### src/rtl/pkt_gen_bp_if.sv
`default_nettype none
// ============================================================================
// Module   : pkt_gen_bp_if
// Purpose  : Task-FIFO pop port and packet stream bundle for pkt_gen_bp.
// Revision : 1.0
// ============================================================================
interface pkt_gen_bp_if #(
    parameter int FLOW_CNT_WIDTH = 4,
    parameter int DATA_W         = 64,
    parameter int EMPTY_W        = 3
);
    logic [FLOW_CNT_WIDTH-1:0] pkt_task_str_i;
    logic [15:0]               pkt_task_size_i;
    logic                      pkt_task_val_i;
    logic                      pkt_task_rd_req_o;
    logic [DATA_W-1:0]         pkt_data_o;
    logic                      pkt_sop_o;
    logic                      pkt_eop_o;
    logic [EMPTY_W-1:0]        pkt_empty_o;
    logic                      pkt_val_o;
    logic [FLOW_CNT_WIDTH-1:0] pkt_flow_num_o;
    logic                      pkt_ready_i;

    modport master (
        input  pkt_task_str_i, pkt_task_size_i, pkt_task_val_i, pkt_ready_i,
        output pkt_task_rd_req_o, pkt_data_o, pkt_sop_o, pkt_eop_o,
        output pkt_empty_o, pkt_val_o, pkt_flow_num_o
    );

    modport slave (
        output pkt_task_str_i, pkt_task_size_i, pkt_task_val_i, pkt_ready_i,
        input  pkt_task_rd_req_o, pkt_data_o, pkt_sop_o, pkt_eop_o,
        input  pkt_empty_o, pkt_val_o, pkt_flow_num_o
    );
endinterface
`default_nettype wire

### src/rtl/pkt_gen_bp.sv
`default_nettype none
// ============================================================================
// Module   : pkt_gen_bp
// Purpose  : Multi-flow packet generator with backpressure; word 0 carries a
//            flow/seq/size header. PKT_GEN_SEQ_NUM_EN enables per-flow seq counters.
// Revision : 1.0
// ============================================================================
module pkt_gen_bp #(
    parameter int FLOW_CNT       = 16,
    parameter int FLOW_CNT_WIDTH = (FLOW_CNT == 1) ? 1 : $clog2(FLOW_CNT),
    parameter int DATA_W         = 64,
    parameter int BYTES          = DATA_W / 8,
    parameter int EMPTY_W        = $clog2(BYTES),
    parameter int FORCE_IDLE     = 0
) (
    input  wire logic    clk_i,
    input  wire logic    rst_n_i,
    pkt_gen_bp_if.master bus
);

    generate
        if (DATA_W < 64 || (DATA_W & (DATA_W - 1)) != 0 || FLOW_CNT < 1) begin : g_cfg_check
            $error("pkt_gen_bp: DATA_W must be a power of two >= 64 and FLOW_CNT >= 1");
        end
    endgenerate

    typedef enum logic [0:0] {S_IDLE = 1'b0, S_TX = 1'b1} state_t;

    state_t                    r_state;
    logic [15:0]               r_size;
    logic [15:0]               r_word_cnt;
    logic [FLOW_CNT_WIDTH-1:0] r_flow;
    logic                      r_val;
    logic                      r_sop;
    logic                      r_eop;
    logic [EMPTY_W-1:0]        r_empty;
    logic [DATA_W-1:0]         r_data;

    logic        w_hs;
    logic        w_eop_hs;
    logic        w_rd_req;
    logic [15:0] w_new_last;
    logic [15:0] w_cur_last;
    logic [15:0] w_next_cnt;
    logic [31:0] w_hdr_mid;

    // Builds one output word: header in word 0, byte index elsewhere, zeros past the end.
    function automatic logic [DATA_W-1:0] f_word(
        input logic [15:0]               wcnt,
        input logic [15:0]               size,
        input logic [FLOW_CNT_WIDTH-1:0] flow,
        input logic [31:0]               mid
    );
        logic [DATA_W-1:0] d;
        logic [63:0]       hdr;
        logic [31:0]       idx;
        logic [7:0]        bval;
        d   = '0;
        hdr = {16'(flow), mid, size};
        for (int b = 0; b < BYTES; b++) begin
            idx = {16'd0, wcnt} * 32'(BYTES) + 32'(b);
            if (wcnt == 16'd0 && b < 8) bval = hdr[63-8*b -: 8];
            else                        bval = idx[7:0];
            if (idx >= {16'd0, size}) bval = 8'h00;
            d[DATA_W-1-8*b -: 8] = bval;
        end
        return d;
    endfunction

    assign w_hs       = r_val & bus.pkt_ready_i;
    assign w_eop_hs   = w_hs & r_eop;
    assign w_rd_req   = rst_n_i && bus.pkt_task_val_i &&
                        ((r_state == S_IDLE) || (w_eop_hs && (FORCE_IDLE == 0)));
    assign w_new_last = (bus.pkt_task_size_i - 16'd1) >> EMPTY_W;
    assign w_cur_last = (r_size - 16'd1) >> EMPTY_W;
    assign w_next_cnt = r_word_cnt + 16'd1;

`ifdef PKT_GEN_SEQ_NUM_EN
    logic [FLOW_CNT-1:0][31:0] r_seq;

    // Back-to-back on the same flow must see the increment of the packet ending now.
    always_comb begin
        w_hdr_mid = r_seq[bus.pkt_task_str_i];
        if (w_eop_hs && (bus.pkt_task_str_i == r_flow)) w_hdr_mid = w_hdr_mid + 32'd1;
    end

    always_ff @(posedge clk_i) begin
        if (!rst_n_i)      r_seq         <= '0;
        else if (w_eop_hs) r_seq[r_flow] <= r_seq[r_flow] + 32'd1;
    end
`else
    assign w_hdr_mid = 32'h0203_0405;
`endif

    always_ff @(posedge clk_i) begin
        if (!rst_n_i) begin
            r_state    <= S_IDLE;
            r_size     <= '0;
            r_word_cnt <= '0;
            r_flow     <= '0;
            r_val      <= 1'b0;
            r_sop      <= 1'b0;
            r_eop      <= 1'b0;
            r_empty    <= '0;
            r_data     <= '0;
        end else if (w_rd_req) begin
            if (bus.pkt_task_size_i == 16'd0) begin
                // Zero-size task: popped and dropped.
                r_state <= S_IDLE;
                r_val   <= 1'b0;
                r_sop   <= 1'b0;
                r_eop   <= 1'b0;
                r_empty <= '0;
            end else begin
                r_state    <= S_TX;
                r_size     <= bus.pkt_task_size_i;
                r_flow     <= bus.pkt_task_str_i;
                r_word_cnt <= '0;
                r_val      <= 1'b1;
                r_sop      <= 1'b1;
                r_eop      <= (w_new_last == 16'd0);
                r_empty    <= (w_new_last == 16'd0) ? EMPTY_W'(16'd0 - bus.pkt_task_size_i) : '0;
                r_data     <= f_word(16'd0, bus.pkt_task_size_i, bus.pkt_task_str_i, w_hdr_mid);
            end
        end else if (w_eop_hs) begin
            r_state <= S_IDLE;
            r_val   <= 1'b0;
        end else if (w_hs) begin
            r_word_cnt <= w_next_cnt;
            r_sop      <= 1'b0;
            r_eop      <= (w_next_cnt == w_cur_last);
            r_empty    <= (w_next_cnt == w_cur_last) ? EMPTY_W'(16'd0 - r_size) : '0;
            r_data     <= f_word(w_next_cnt, r_size, r_flow, 32'd0);
        end
    end

    assign bus.pkt_task_rd_req_o = w_rd_req;
    assign bus.pkt_data_o        = r_data;
    assign bus.pkt_sop_o         = r_sop;
    assign bus.pkt_eop_o         = r_eop;
    assign bus.pkt_empty_o       = r_empty;
    assign bus.pkt_val_o         = r_val;
    assign bus.pkt_flow_num_o    = r_flow;

endmodule
`default_nettype wire

### src/flat_wrapper.sv
// flat-port wrapper written by rule: the top's interface ports become plain ports
module pkt_gen_bp_flat 
#(
    parameter int FLOW_CNT       = 16,
    parameter int FLOW_CNT_WIDTH = (FLOW_CNT == 1) ? 1 : $clog2(FLOW_CNT),
    parameter int DATA_W         = 64,
    parameter int BYTES          = DATA_W / 8,
    parameter int EMPTY_W        = $clog2(BYTES),
    parameter int FORCE_IDLE     = 0
)
  (clk_i, rst_n_i, bus_pkt_task_str_i, bus_pkt_task_size_i, bus_pkt_task_val_i, bus_pkt_ready_i, bus_pkt_task_rd_req_o, bus_pkt_data_o, bus_pkt_sop_o, bus_pkt_eop_o, bus_pkt_empty_o, bus_pkt_val_o, bus_pkt_flow_num_o);
  pkt_gen_bp_if #(.FLOW_CNT_WIDTH(FLOW_CNT_WIDTH), .DATA_W(DATA_W), .EMPTY_W(EMPTY_W)) bus_i ();
  input  wire logic clk_i;
  input  wire logic rst_n_i;
  input wire logic [$bits(bus_i.pkt_task_str_i)-1:0] bus_pkt_task_str_i;
  input wire logic [$bits(bus_i.pkt_task_size_i)-1:0] bus_pkt_task_size_i;
  input wire logic [$bits(bus_i.pkt_task_val_i)-1:0] bus_pkt_task_val_i;
  input wire logic [$bits(bus_i.pkt_ready_i)-1:0] bus_pkt_ready_i;
  output wire logic [$bits(bus_i.pkt_task_rd_req_o)-1:0] bus_pkt_task_rd_req_o;
  output wire logic [$bits(bus_i.pkt_data_o)-1:0] bus_pkt_data_o;
  output wire logic [$bits(bus_i.pkt_sop_o)-1:0] bus_pkt_sop_o;
  output wire logic [$bits(bus_i.pkt_eop_o)-1:0] bus_pkt_eop_o;
  output wire logic [$bits(bus_i.pkt_empty_o)-1:0] bus_pkt_empty_o;
  output wire logic [$bits(bus_i.pkt_val_o)-1:0] bus_pkt_val_o;
  output wire logic [$bits(bus_i.pkt_flow_num_o)-1:0] bus_pkt_flow_num_o;
  assign bus_i.pkt_task_str_i = bus_pkt_task_str_i;
  assign bus_i.pkt_task_size_i = bus_pkt_task_size_i;
  assign bus_i.pkt_task_val_i = bus_pkt_task_val_i;
  assign bus_i.pkt_ready_i = bus_pkt_ready_i;
  assign bus_pkt_task_rd_req_o = bus_i.pkt_task_rd_req_o;
  assign bus_pkt_data_o = bus_i.pkt_data_o;
  assign bus_pkt_sop_o = bus_i.pkt_sop_o;
  assign bus_pkt_eop_o = bus_i.pkt_eop_o;
  assign bus_pkt_empty_o = bus_i.pkt_empty_o;
  assign bus_pkt_val_o = bus_i.pkt_val_o;
  assign bus_pkt_flow_num_o = bus_i.pkt_flow_num_o;
  pkt_gen_bp #(.FLOW_CNT(FLOW_CNT), .FLOW_CNT_WIDTH(FLOW_CNT_WIDTH), .DATA_W(DATA_W), .BYTES(BYTES), .EMPTY_W(EMPTY_W), .FORCE_IDLE(FORCE_IDLE)) u_core (.clk_i(clk_i), .rst_n_i(rst_n_i), .bus(bus_i));
endmodule
### config.mk
export PLATFORM = sky130hd
export DESIGN_NAME = pkt_gen_bp_flat
export DESIGN_NICKNAME = d
export VERILOG_FILES = /design/src/rtl/pkt_gen_bp_if.sv /design/src/rtl/pkt_gen_bp.sv /design/src/flat_wrapper.sv
export SDC_FILE = /design/constraint.sdc
export NUM_CORES = 1
export LEC_CHECK = 0
export CORE_ASPECT_RATIO = 0.6
export CORE_MARGIN = 2
export CORE_UTILIZATION = 48
export CTS_CLUSTER_SIZE = 10
export DETAILED_ROUTE_END_ITERATION = 7
export GPL_TIMING_DRIVEN = 0
export PLACE_DENSITY_LB_ADDON = 0.05
export REMOVE_ABC_BUFFERS = 1
export SLEW_MARGIN = 10
export SYNTH_ARGS = -nofsm -noshare
export SYNTH_HDL_FRONTEND = slang
export SYNTH_SLANG_ARGS = --single-unit
### constraint.sdc
create_clock -name clk_i -period 3.1 [get_ports clk_i]
set_input_delay 0.465 -clock clk_i [delete_from_list [all_inputs] [get_ports clk_i]]
set_output_delay 0.465 -clock clk_i [all_outputs]
set_load 0.005 [all_outputs]
---- Word-level counts from Yosys, hierarchy flattened ----
Index checks and enable logic that the tools add are counted.
Widths: inputs -> output; s select.
word-level totals
  output and inout port bits .............. 75
  bits in registers ....................... 106
  input bits .............................. 24
  word-level logic and storage cells ...... 100
cells by class
  order comparisons ....................... 15
  reductions and logical operators ........ 11
  bitwise logic cells ..................... 4
  muxes and demuxes ....................... 47
  eq/ne operators ......................... 3
  add/subtract/negate cells ............... 12
operator list
  kind                   number
  $mux 64                4
  $mux 8                 18
  $ge 20x16->1           7
  $add 19x3->20 const B  4
  $ge 3x16->1 const A    4
  $mux 16                4
  $logic_not 16->1       3
  $add 19x2->20 const B  2
  $ge 2x16->1 const A    2
  $sub 16x1->16 const B  2
  $mux 3                 8
  $add 19x1->20 const B  1
  $ge 19x16->1           1
  $add 16x1->16 const B  1
  $eq 16x13->1           1
  $ge 1x16->1 const A    1
  $mux 1                 10
  $sub 1x3->3 const A    2
  $mux 2                 2
  $mux 4                 1
  $ne 2x2->1 const B     2
  $reduce_and 2->1       2
  $reduce_bool 2->1      2
  $reduce_and 3->1       1
  4 further kinds        7

---- Depth between registers and ports, before layout ----
  word-level depth ........................ 7
  gate-level depth with buffers ........... 15
  gate-level depth less buffers ........... 12

---- Worst setup path after synthesis ----
OpenSTA, ideal clock, no wires.
  path type ............................... flip-flop to flip-flop
  from .................................... reg u_core.r_word_cnt[5]
  to ...................................... reg u_core.r_data[11], in the netlist u_core.bus.pkt_data_o[11]
  arrival ................................. 3317 ps
  data required time ...................... 3024 ps
  stages on the path, launching flop included .. 14
  clock period less this slack ............ 3393 ps
  setup slack ............................. -293 ps
  library setup time ...................... 76 ps
  buffers on the path ..................... 2
  cell sequence ........................... dfxtp_1 -> nand4_2 -> buf_6 -> or4_4 -> buf_6 -> xnor2_1 -> ha_1 -> and4_1 -> nand4_1 -> nor3_1 -> a2111o_1 -> a211oi_1 -> nand3_1 -> o22ai_1
on the way
  longest elaborated chain between the ends .. 7
  elaborated cells on any way between the ends .. 9
  those cells by class .................... add/sub: 2; order compare: 1; mux: 5; reduce/logical: 1
ends and longest elaborated chain
  what                                                      line                                source
  from (decl)                                               pkt_gen_bp.sv:31                    logic [15:0] r_word_cnt;
  from (signal assigned)                                    pkt_gen_bp.sv:129                   r_word_cnt <= w_next_cnt;
  $add 16x1->16 *                                           pkt_gen_bp.sv:76                    assign w_next_cnt = r_word_cnt + 16'd1;
  $add 19x3->20 / $logic_not 16->1 (equally long branches)  pkt_gen_bp.sv:61, pkt_gen_bp.sv:62
  $ge 20x16->1 / $mux 8 (equally long branches)             pkt_gen_bp.sv:64, pkt_gen_bp.sv:62
  $mux 8 *                                                  pkt_gen_bp.sv:64                    if (idx >= {16'd0, size}) bval = 8'h00;
  $mux 64 *                                                 pkt_gen_bp.sv:128                   end else if (w_hs) begin
  $mux 64 *                                                 pkt_gen_bp.sv:125                   end else if (w_eop_hs) begin
  $mux 64 *                                                 pkt_gen_bp.sv:106                   end else if (w_rd_req) begin
  to (signal assigned)                                      pkt_gen_bp.sv:123                   r_data <= f_word(16'd0, bus.pkt_task_size_i, bus.pkt_task_str_i, w_hdr_mid);
  to (signal assigned)                                      pkt_gen_bp.sv:133                   r_data <= f_word(w_next_cnt, r_size, r_flow, 32'd0);
  to (decl)                                                 pkt_gen_bp.sv:37                    logic [DATA_W-1:0] r_data;
Every way passes the cells marked *; elsewhere a longest branch is shown, timed or not. The select of a mux whose other input is x is not followed.
A chain may end at the register's enable or synchronous reset.

---- Worst setup path in the final report ----
  from .................................... reg u_core.r_word_cnt[5]
  to ...................................... reg u_core.r_data[12], in the netlist u_core.bus.pkt_data_o[12]
Same word-level chain as after synthesis.

==> flow_summary.toml <==
[detailed_routing]
vias = 5827
routed_wl_um = 20000
drc = 0
wl_per_cell_um = 20.9
antenna_left = 0
firstDrtPassIters = 5
drt-vias-per-instance = 6.10
first_iter_violations = 519

[worst_setup_path]
required_ns = 3.36
crit_arrival_ns = 3.61
cp-startpoint = "u_core.r_word_cnt[5]"
crit_type = "register to register"
r2r_start = "u_core.r_word_cnt[5]"
crit_path_cell_trace = "nand4_4 > or4_4 > xnor2_4 > ha_4 > and4_4 > nand4_1 > nor3_2 > a2111o_1 > a211oi_4 > nand3_2 > o22ai_2"
cp_max_fo = 5
end_kind = "register"
slowest_delay_ns = 0.58
start_kind = "register"
cp_slowest_cell = "or4_4"

[placed_design]
gp_congestion = 0.928
io_buffers = 89
placed_area_mm2 = 0.00654
dp_hpwl_um = 12800

[final_layout]
fin_util = 0.684
design_area_mm2 = 0.00781
ff_latch_area_mm2 = 0.00194
nFillCells = 905
final_nets = 840
drive_gt1_frac = 0.200
multi_input_area_mm2 = 0.00382
diodes = 0
syn_to_final_growth_pct = 37.9

[pwr]
vdd_drop_max_v = 0.000335
p_comb_frac = 0.279
powerDensity_mw_per_mm2 = 444
power.share.clock = 0.330
leakagePower_nw = 3.05
pwr-share-seq = 0.391
power_mw = 3.47
p_int_mw = 2.31
power.share.switching = 0.333
p_sw_mw = 1.15

[flow_run]
drv_cap = 0

[clocking]
clkLatencyLatePin_ns = 0.35
cts_htree_levels = 3
clk_path_buf_depth = 2
clock-root-buffer = "clkbuf_16"
clk_pin_slew_ns = 0.08
cts_buffers = 9
holdBufCountCts = 0
clock-sinks = 95
cts_tree = "built"

[synthesis]
synth_area_per_cell_um2 = 8.40
ys_seq_elements = 95
syn_area_mm2 = 0.00566
synthFlopType = "dfxtp_1"
netlist_instances = 674
synth_top_area_cell = "dfxtp_1"
synthTopCellsByArea = "dfxtp_1 (34%), ha_1 (5.5%), nand2_1 (4.6%), a22o_1 (4.2%), a21oi_1 (3.9%)"
synth_top_area_share = 0.336
synthArstFlopShare = 0
synth_edf_count = 0
seq_area_frac_synth = 0.336
yosys_warnings = 0
synth.distinct_cells = 74

[die]
io_pins = 99
dieWidth_um = 144
start_util = 0.496
rows = 30
dieArea_mm2 = 0.0127
die_h_um = 88.1
core-area_mm2 = 0.0114

[timing]
min_period_over_period = 1.08
hold_violations = 0
setup_viol = 49
rsz0062_at_grt = "yes"
holdWs_ns = 0.475
clock_skew_ns = 0.00511
timing.fmax_mhz = 299
tightest_slew_ns = 1.15
fin_crit_ns = 3.35
slew_headroom = 0.232
layout_setup_ws_ns = -0.248
drv_slew = 0

[min_path]
hold_start = "u_core.bus.pkt_data_o[52]"
min_path_type = "register to register"

[global_routing]
grt_max_degree = 37
overflow = 0
track_usage = 0.311
grt_pass1_vias = 5267
antenna_found_initial = 0
grt_pass1_wl_um = 29800

[run_status]
outcome = "complete, but fails checks"
violations = "setup timing"
==> final timing paths <==
check | endpoint | slack, ns | depth (start not counted)
min reg2reg | u_core.bus.pkt_data_o[52] | 0.47 | 2
min | u_core.bus.pkt_data_o[52] | 0.47 | 2
max | u_core.bus.pkt_data_o[12] | -0.25 | 11
max reg2reg | u_core.bus.pkt_data_o[12] | -0.25 | 11
==> routing by layer <==
layer / vias up / wire, um / global-route usage
met5: - / 0 / 0
met2: 327 / 8520 / 0.438
met3: 32 / 1750 / 0.0804
li1: 2670 / - / -
met4: 0 / 334 / 0.101
met1: 2798 / 9420 / 0.461
==> cell usage in the layout (no fill, tap or decap), drive strengths merged, types with 5 or more instances in the layout <==
cell type      count
a32o               5
buf               52
nand2b             8
a22oi              8
a21o              13
a21oi             44
conb               9
a211oi             7
dfxtp             95
inv               35
nor3              23
nor2              48
clkbuf             9
o21ai             43
xor2              13
a31oi              9
a32oi              5
mux2i              7
o22ai              8
nor4              11
xnor2             23
ha                25
clkdlybuf4s50     88
or4                6
nand2             70
a22o              27
nand3             25
nand4             12
==> layout make-up <==
class | instances | share of cell area
multi-input combinational | 510 | 0.490
sequential | 95 | 0.249
timing repair buffer | 141 | 0.180
clock buffer | 9 | 0.0289
tap | 160 | 0.0256
inverter | 34 | 0.0175
clock inverter | 7 | 0.00946
==> cell families (layout without fill, tap and decap cells) <==
| family | Yosys count | after routing | share of synthesized area |
|---|---|---|---|
| other | 1 | 9 | 0.000663 |
| AO/OA/AOI/OAI | 199 | 199 | 0.243 |
| adder cells (fa/ha/maj) | 25 | 25 | 0.0553 |
| AND/OR/NAND/NOR | 228 | 230 | 0.212 |
| flip-flops | 95 | 95 | 0.336 |
| buffers and inverters | 79 | 191 | 0.0670 |
| XOR/XNOR | 40 | 40 | 0.0730 |
| multiplexers | 7 | 7 | 0.0124 |
==> power groups by stage <==
| stage | registers [mW] | logic, mW | clock network [mW] |
|---|---|---|---|
| floorplan | 1.38 | 0.423 | 0 |
| global placement | 1.39 | 0.735 | 0 |
| detailed placement | 1.39 | 0.740 | 0 |
| CTS | 1.35 | 0.857 | 1.14 |
| global route | 1.37 | 1.03 | 1.20 |
| finish | 1.36 | 0.967 | 1.14 |
==> synth_stat cells, types with 7 or more instances <==
| master | n |
|---|---|
| dfxtp_1 | 95 |
| nand2_1 | 70 |
| a21oi_1 | 44 |
| nor2_1 | 44 |
| o21ai_0 | 33 |
| inv_1 | 32 |
| a22o_1 | 27 |
| ha_1 | 25 |
| nand3_1 | 25 |
| xnor2_1 | 23 |
| clkbuf_1 | 22 |
| nor3_1 | 22 |
| a21o_1 | 13 |
| buf_4 | 12 |
| xor2_1 | 12 |
| nand4_1 | 10 |
| a31oi_1 | 9 |
| o21ai_1 | 9 |
| nand2b_1 | 8 |
| o22ai_1 | 8 |
| mux2i_1 | 7 |
| nor4_1 | 7 |
==> critical path, delay by kind of cell (launching register included) <==
family | cells | cell delay (ns)
AND/OR/NAND/NOR | 6 | 1.32
AO/OA/AOI/OAI | 3 | 1.10
flip-flops | 1 | 0.38
adder cells (fa/ha/maj) | 1 | 0.23
XOR/XNOR | 1 | 0.22
==> metrics by stage <==
| step | setup TNS, ns | std cells | worst slack, ns |
|---|---|---|---|
| 2_1_floorplan | -5.41 | 637 | -0.335 |
| 3_3_place_gp | -143.69 | 886 | -1.99 |
| 3_5_place_dp | -123.10 | 886 | -2.00 |
| 4_1_cts | -1.93 | 930 | -0.154 |
| 5_1_grt | -6.03 | 956 | -0.312 |
| 6_report | -3.35 | 956 | -0.248 |
==> repair_timing <==
item,in CTS,in global routing
buffers inserted,26,31
setup endpoints to repair,91,59
gates cloned,2,0
gates resized for setup,71,33
pin swaps,32,52
==> registers in the layout, indices dropped and copies added, names as in the netlist <==
name                       count
u_core.r_size                 16
u_core.bus.pkt_eop_o           1
u_core.r_word_cnt             16
u_core.bus.pkt_sop_o           1
u_core.bus.pkt_empty_o         3
u_core.bus.pkt_data_o         53
u_core.bus.pkt_flow_num_o      4
u_core.r_state                 1
Note: power is estimated with default switching activity, not from simulation.
